==> config.mk <==
export PLATFORM = sky130hd
export DESIGN_NAME = controlador_semaforos_flat
export DESIGN_NICKNAME = d
export VERILOG_FILES = /design/src/rtl/semaforo_pkg.sv /design/src/rtl/controlador_semaforos_if.sv /design/src/rtl/temporizador_estado.sv /design/src/rtl/controlador_semaforos.sv /design/src/flat_wrapper.sv
export SDC_FILE = /design/constraint.sdc
export NUM_CORES = 1
export LEC_CHECK = 0
export CAP_MARGIN = 20
export CORE_ASPECT_RATIO = 1.2
export CORE_MARGIN = 2
export CORE_UTILIZATION = 39
export DETAILED_ROUTE_END_ITERATION = 7
export DONT_BUFFER_PORTS = 1
export PLACE_DENSITY = 0.63
export REMOVE_ABC_BUFFERS = 1
export SLEW_MARGIN = 5
export SYNTH_ARGS = -nofsm -noshare
export SYNTH_HDL_FRONTEND = slang
export SYNTH_SLANG_ARGS = --single-unit
==> constraint.sdc <==
create_clock -name CLK -period 1.85 [get_ports CLK]
set_input_delay 0.2775 -clock CLK [delete_from_list [all_inputs] [get_ports CLK]]
set_output_delay 0.2775 -clock CLK [all_outputs]
set_load 0.05 [all_outputs]
==> src/rtl/semaforo_pkg.sv <==
// Shared light codes, FSM state codes and default timing for the intersection controller.
// The pedestrian-signal block imports the same light codes from here.
package semaforo_pkg;

  typedef enum logic [1:0] {
    ROJO     = 2'b00,
    AMARILLO = 2'b01,
    VERDE    = 2'b10
  } luz_t;

  typedef enum logic [2:0] {
    B_VERDE    = 3'd0,
    B_AMARILLO = 3'd1,
    ROJO_BA    = 3'd2,
    A_VERDE    = 3'd3,
    A_AMARILLO = 3'd4,
    ROJO_AB    = 3'd5
  } estado_t;

  localparam int unsigned T_VERDE_DEF     = 8;
  localparam int unsigned T_AMARILLO_DEF  = 2;
  localparam int unsigned T_TODO_ROJO_DEF = 1;
  localparam int unsigned T_VERDE_MIN_DEF = 3;
  localparam int unsigned CNT_W_DEF       = 4;

  // Fixed rotation; codes 6/7 fall back to B_VERDE.
  function automatic estado_t siguiente(input estado_t e);
    case (e)
      B_VERDE:    return B_AMARILLO;
      B_AMARILLO: return ROJO_BA;
      ROJO_BA:    return A_VERDE;
      A_VERDE:    return A_AMARILLO;
      A_AMARILLO: return ROJO_AB;
      default:    return B_VERDE;
    endcase
  endfunction

  // Returns {Semaforo_A, Semaforo_B}; never two non-red lights at once.
  function automatic logic [3:0] luces(input estado_t e);
    case (e)
      B_VERDE:    return {ROJO, VERDE};
      B_AMARILLO: return {ROJO, AMARILLO};
      A_VERDE:    return {VERDE, ROJO};
      A_AMARILLO: return {AMARILLO, ROJO};
      default:    return {ROJO, ROJO};
    endcase
  endfunction

endpackage

==> src/rtl/controlador_semaforos_if.sv <==
// Control and status bundle of the traffic-light controller.
// master = stimulus/consumer side, slave = controller side.
interface controlador_semaforos_if;

  logic       ENB;
  logic       Peaton_A;
  logic       Peaton_B;
  logic [1:0] Semaforo_A;
  logic [1:0] Semaforo_B;
  logic       Pend_A;
  logic       Pend_B;
  logic [2:0] Estado;

  modport master (
    output ENB,
    output Peaton_A,
    output Peaton_B,
    input  Semaforo_A,
    input  Semaforo_B,
    input  Pend_A,
    input  Pend_B,
    input  Estado
  );

  modport slave (
    input  ENB,
    input  Peaton_A,
    input  Peaton_B,
    output Semaforo_A,
    output Semaforo_B,
    output Pend_A,
    output Pend_B,
    output Estado
  );

endinterface

==> src/rtl/temporizador_estado.sv <==
// Per-state timer: loadable up counter with enable and a terminal-count flag
// against a caller-supplied limit.
module temporizador_estado #(
  parameter int unsigned CNT_W = 4
) (
  input  logic             clk_i,
  input  logic             rst_i,
  input  logic             en_i,
  input  logic             cargar_i,
  input  logic [CNT_W-1:0] valor_i,
  input  logic [CNT_W-1:0] limite_i,
  output logic [CNT_W-1:0] cuenta_o,
  output logic             fin_o
);

  logic [CNT_W-1:0] cuenta_q, cuenta_d;

  always_comb begin
    cuenta_d = cuenta_q;
    if (en_i) begin
      if (cargar_i) begin
        cuenta_d = valor_i;
      end else begin
        cuenta_d = cuenta_q + CNT_W'(1);
      end
    end
  end

  always_ff @(posedge clk_i or posedge rst_i) begin
    if (rst_i) begin
      cuenta_q <= '0;
    end else begin
      cuenta_q <= cuenta_d;
    end
  end

  assign cuenta_o = cuenta_q;
  assign fin_o    = (cuenta_q == limite_i);

endmodule

==> src/rtl/controlador_semaforos.sv <==
// Two-way intersection light controller: timed six-state FSM with all-red clearance
// and latched pedestrian requests that may cut a green short after a minimum time.
module controlador_semaforos
  import semaforo_pkg::*;
#(
  parameter int unsigned T_VERDE     = T_VERDE_DEF,
  parameter int unsigned T_AMARILLO  = T_AMARILLO_DEF,
  parameter int unsigned T_TODO_ROJO = T_TODO_ROJO_DEF,
  parameter int unsigned T_VERDE_MIN = T_VERDE_MIN_DEF,
  parameter int unsigned CNT_W       = CNT_W_DEF
) (
  input  logic                     CLK,
  input  logic                     RST,
  controlador_semaforos_if.slave   bus
);

  estado_t          estado_q, estado_d;
  logic             pend_a_q, pend_a_d;
  logic             pend_b_q, pend_b_d;
  logic [1:0]       sem_a_q, sem_a_d;
  logic [1:0]       sem_b_q, sem_b_d;

  logic [CNT_W-1:0] cuenta;
  logic [CNT_W-1:0] limite;
  logic             fin;
  logic             ilegal;
  logic             peticion;
  logic             minimo_ok;
  logic             avanzar;
  logic             cargar;

  temporizador_estado #(
    .CNT_W (CNT_W)
  ) u_temporizador (
    .clk_i    (CLK),
    .rst_i    (RST),
    .en_i     (bus.ENB),
    .cargar_i (cargar),
    .valor_i  ('0),
    .limite_i (limite),
    .cuenta_o (cuenta),
    .fin_o    (fin)
  );

  always_comb begin
    limite = CNT_W'(T_VERDE - 1);
    case (estado_q)
      B_AMARILLO, A_AMARILLO: limite = CNT_W'(T_AMARILLO - 1);
      ROJO_BA, ROJO_AB:       limite = CNT_W'(T_TODO_ROJO - 1);
      default:                limite = CNT_W'(T_VERDE - 1);
    endcase
  end

  // A live request counts even before it is latched, so a request on the
  // last eligible edge still shortens the green.
  always_comb begin
    ilegal    = (estado_q > ROJO_AB);
    minimo_ok = (cuenta >= CNT_W'(T_VERDE_MIN - 1));
    peticion  = ((estado_q == A_VERDE) && (pend_a_q || bus.Peaton_A)) ||
                ((estado_q == B_VERDE) && (pend_b_q || bus.Peaton_B));
    avanzar   = fin || (peticion && minimo_ok);
    cargar    = ilegal || avanzar;
  end

  always_comb begin
    estado_d = estado_q;
    pend_a_d = pend_a_q;
    pend_b_d = pend_b_q;
    if (bus.ENB) begin
      if (ilegal) begin
        estado_d = B_VERDE;
      end else if (avanzar) begin
        estado_d = siguiente(estado_q);
      end
      // Leaving the green clears the request even if it is re-asserted now.
      if (estado_q == A_VERDE) begin
        pend_a_d = avanzar ? 1'b0 : (pend_a_q | bus.Peaton_A);
      end
      if (estado_q == B_VERDE) begin
        pend_b_d = avanzar ? 1'b0 : (pend_b_q | bus.Peaton_B);
      end
    end
    {sem_a_d, sem_b_d} = luces(estado_d);
  end

  // Lights are registered from the next state so they change on the same edge
  // as the state register.
  always_ff @(posedge CLK or posedge RST) begin
    if (RST) begin
      estado_q <= B_VERDE;
      pend_a_q <= 1'b0;
      pend_b_q <= 1'b0;
      sem_a_q  <= ROJO;
      sem_b_q  <= VERDE;
    end else begin
      estado_q <= estado_d;
      pend_a_q <= pend_a_d;
      pend_b_q <= pend_b_d;
      sem_a_q  <= sem_a_d;
      sem_b_q  <= sem_b_d;
    end
  end

  assign bus.Semaforo_A = sem_a_q;
  assign bus.Semaforo_B = sem_b_q;
  assign bus.Pend_A     = pend_a_q;
  assign bus.Pend_B     = pend_b_q;
  assign bus.Estado     = estado_q;

  a_seguridad: assert property (@(posedge CLK) disable iff (RST)
    !((sem_a_q != ROJO) && (sem_b_q != ROJO)));

endmodule

==> src/flat_wrapper.sv <==
// flat-port wrapper written by rule: the top's interface ports become plain ports
module controlador_semaforos_flat import semaforo_pkg::*;
#(
  parameter int unsigned T_VERDE     = T_VERDE_DEF,
  parameter int unsigned T_AMARILLO  = T_AMARILLO_DEF,
  parameter int unsigned T_TODO_ROJO = T_TODO_ROJO_DEF,
  parameter int unsigned T_VERDE_MIN = T_VERDE_MIN_DEF,
  parameter int unsigned CNT_W       = CNT_W_DEF
)
  (CLK, RST, bus_ENB, bus_Peaton_A, bus_Peaton_B, bus_Semaforo_A, bus_Semaforo_B, bus_Pend_A, bus_Pend_B, bus_Estado);
  controlador_semaforos_if bus_i ();
  input  logic CLK;
  input  logic RST;
  input wire logic [$bits(bus_i.ENB)-1:0] bus_ENB;
  input wire logic [$bits(bus_i.Peaton_A)-1:0] bus_Peaton_A;
  input wire logic [$bits(bus_i.Peaton_B)-1:0] bus_Peaton_B;
  output wire logic [$bits(bus_i.Semaforo_A)-1:0] bus_Semaforo_A;
  output wire logic [$bits(bus_i.Semaforo_B)-1:0] bus_Semaforo_B;
  output wire logic [$bits(bus_i.Pend_A)-1:0] bus_Pend_A;
  output wire logic [$bits(bus_i.Pend_B)-1:0] bus_Pend_B;
  output wire logic [$bits(bus_i.Estado)-1:0] bus_Estado;
  assign bus_i.ENB = bus_ENB;
  assign bus_i.Peaton_A = bus_Peaton_A;
  assign bus_i.Peaton_B = bus_Peaton_B;
  assign bus_Semaforo_A = bus_i.Semaforo_A;
  assign bus_Semaforo_B = bus_i.Semaforo_B;
  assign bus_Pend_A = bus_i.Pend_A;
  assign bus_Pend_B = bus_i.Pend_B;
  assign bus_Estado = bus_i.Estado;
  controlador_semaforos #(.T_VERDE(T_VERDE), .T_AMARILLO(T_AMARILLO), .T_TODO_ROJO(T_TODO_ROJO), .T_VERDE_MIN(T_VERDE_MIN), .CNT_W(CNT_W)) u_core (.CLK(CLK), .RST(RST), .bus(bus_i));
endmodule
==> run_results.csv <==
group,metric,value,unit
timing,setup_slack,0.00425,ns
critical_path,critPathKind,"register to register",
global_routing,grt_max_degree,14,
clock_network,numCtsBuffers,3,
power,p_per_area,2130,mW/mm^2
global_routing,grt_pass1_wl,3.40,mm
timing,post-route-period-util,0.998,
final_layout,antenna_cells,0,
drt,drtIter0Drc,29,
final_layout,fin_nets,125,
place,hpwl,1.59,mm
clock_network,cts.root.buffer_cell,"clkbuf_4",
timing,slew_violations,0,
run,drv_cap,0,
clock_network,clk_pin_slew,0.08,ns
critical_path,max_stage_delay,0.41,ns
power,peakVddDrop,0.000817,V
timing,maxSlewHeadroom,0.660,
critical_path,cp-end-kind,"register",
synth,synth_area_leader_cell,"dfrtp_1",
synth,synthArstFlopShare,1.00,
synth,ys.flop_type,"dfrtp_1",
drt,first_pass_iters,4,
synth,syn-mean-instance-area,9.08,um^2
critical_path,cp_max_fo,6,
drt,wl_per_cell,15.1,um
drt,ant_nets,0,
synth,yosys_warnings,0,
clock_network,cts_htree_levels,1,
drt,drc_errors,0,
worst_hold_path,min_path_type,"input port to register",
critical_path,path_delay_family,"compound AO/OA/AOI/OAI gates",
synth,synthCells,93,
global_routing,grt.total_usage,0.189,
critical_path,critPathBufInv,0,
synth,synth.distinct_cells,41,
place,place_area,997,um^2
synth,synth_area,845,um^2
die,fp.dieH,55.0,um
status,status,"finished, final reports clean",
timing,setup-violations-final,0,
synth,yosysMostFrequentCell,"dfrtp_1",
timing,period_minus_slack,1.85,ns
timing,finClkSkew,0.00318,ns
timing,tightest_slew,0.510,ns
place,placed_cells,137,
global_routing,antenna_found_initial,0,
die,coreArea,0.00205,mm^2
synth,post-synth-top-area-fraction,0.356,
clock_network,clockBufferDepth,2,
synth,ys_top_cells_by_count,"dfrtp_1, nand2_1, inv_1",
global_routing,grt_pass1_vias,770,
die,die_w,46.5,um
critical_path,critPathLaunchType,"register",
final_layout,area_growth,30.5,%
drt,num_vias,841,
timing,rsz0062_at_grt,"yes",
critical_path,crit_slowest_cell,"or3_4",
synth,ys_seq_area_frac,0.387,
timing,hold_viol,0,
place,io_buffers,0,
drt,wl,2.22,mm
timing,clock.fmax,542,MHz
die,placementRows,18,
drt,viasPerCell,5.72,
synth,synth_edf_count,0,
timing,hold_slack,0.0952,ns
place,gp_congestion,0.822,
clock_network,cts.sink_count,13,
global_routing,gr-total-overflow,0,
die,die_area,0.00256,mm^2
final_layout,drive_above_1_share,0.325,
clock_network,insertion_delay,0.29,ns
synth,synth_area_leaders,"dfrtp_1, nand2_1, dfstp_2",
final_layout,stdcell_area,0.00110,mm^2
clock_network,cts_tree,"done",
critical_path,path_cells,"or3_4, a211o_1, a22o_4, o41a_1, o21ai_2",
critical_path,worstPathArrival,2.07,ns
die,initial_core_util,0.412,
final_layout,final_cells,147,
critical_path,cp.required,2.07,ns
place,pre_cts_slack,0.00502,ns
synth,ys_seq_elements,13,
power,power.total,2.35,mW
die,ioPinCount,14,
power,p_leak,0.475,nW
==> flip-flops by register name (all words and copies together), names as in the netlist <==
signal                          cells
u_core.bus.Semaforo_B               2
u_core.bus.Pend_B                   1
u_core.bus.Semaforo_A               2
u_core.u_temporizador.cuenta_o      4
u_core.bus.Estado                   3
u_core.bus.Pend_A                   1
==> worst paths after layout <==
kind / startpoint / endpoint / slack (ns) / cells past startpoint
setup / recovery: u_core.u_temporizador.cuenta_o[2] / u_core.bus.Estado[1] / 0.004 / 5
min in group asynchronous: RST / u_core.bus.Semaforo_B[0] / 0.46 / 2
setup reg to reg: u_core.u_temporizador.cuenta_o[2] / u_core.bus.Estado[1] / 0.004 / 5
max in group asynchronous: RST / u_core.bus.Estado[0] / 1.02 / 2
hold / removal: bus_ENB / u_core.bus.Semaforo_B[1] / 0.1 / 2
hold reg to reg: u_core.u_temporizador.cuenta_o[0] / u_core.u_temporizador.cuenta_o[0] / 0.67 / 3
==> layout by cell type (no fill, tap or decap), drive strengths merged, types with 4 or more instances in the layout <==
| master | instances |
|---|---|
| nand2 | 9 |
| clkbuf | 5 |
| dfrtp | 12 |
| buf | 22 |
| or3 | 4 |
| o21ai | 5 |
| nor3 | 4 |
| inv | 6 |
| nand3 | 5 |
| nor2 | 4 |
| a21oi | 4 |
==> power breakdown <==
group | leakage [nW] | total, mW | internal, mW | switching, mW
combinational | 0.304 | 1.52 | 0.663 | 0.859
sequential | 0.157 | 0.645 | 0.422 | 0.223
clock | 0.0150 | 0.184 | 0.0839 | 0.100
==> per-stage QoR <==
stage	TNS [ns]	utilization
finish	0	0.538
global route	-0.0155	0.538
CTS	0	0.505
detailed placement	0	0.487
global placement	0	0.487
floorplan	-1.76	-
==> final cells by class <==
cell class | instances | area [um^2]
clock buffers | 4 | 26.3
fillers | 188 | 947
inverters | 6 | 22.5
flip-flops and latches | 13 | 329
multi-input cells | 70 | 507
well taps | 30 | 37.5
repair buffers | 24 | 180
==> what timing repair did <==
item	in CTS	in global routing
endpoints found under the setup margin	1	7
hold endpoints to repair	12	0
hold buffers	1	0
pin swaps	0	1
buffers inserted	0	5
gates resized for setup	2	5
==> layer usage <==
metal / routed length [um] / up-vias / global-route usage
met2: 1200 / 32 / 0.331
li1: - / 405 / -
met5: 0 / - / 0
met1: 879 / 401 / 0.225
met4: 25 / 0 / 0.0714
met3: 118 / 3 / 0.0357
==> cells by family (layout without fill, tap and decap cells) <==
group | count (synthesis) | after routing | synth area share
adders and majority gates | 2 | 2 | 0.0296
muxes | 2 | 2 | 0.0237
and+or+nand+nor | 37 | 37 | 0.237
xor gates and xnor gates | 2 | 2 | 0.0207
AOI/OAI and AO/OA | 27 | 27 | 0.252
buffers and inverters | 10 | 34 | 0.0504
DFF | 13 | 13 | 0.387
No activity file was read; power rests on OpenSTA's default activity.
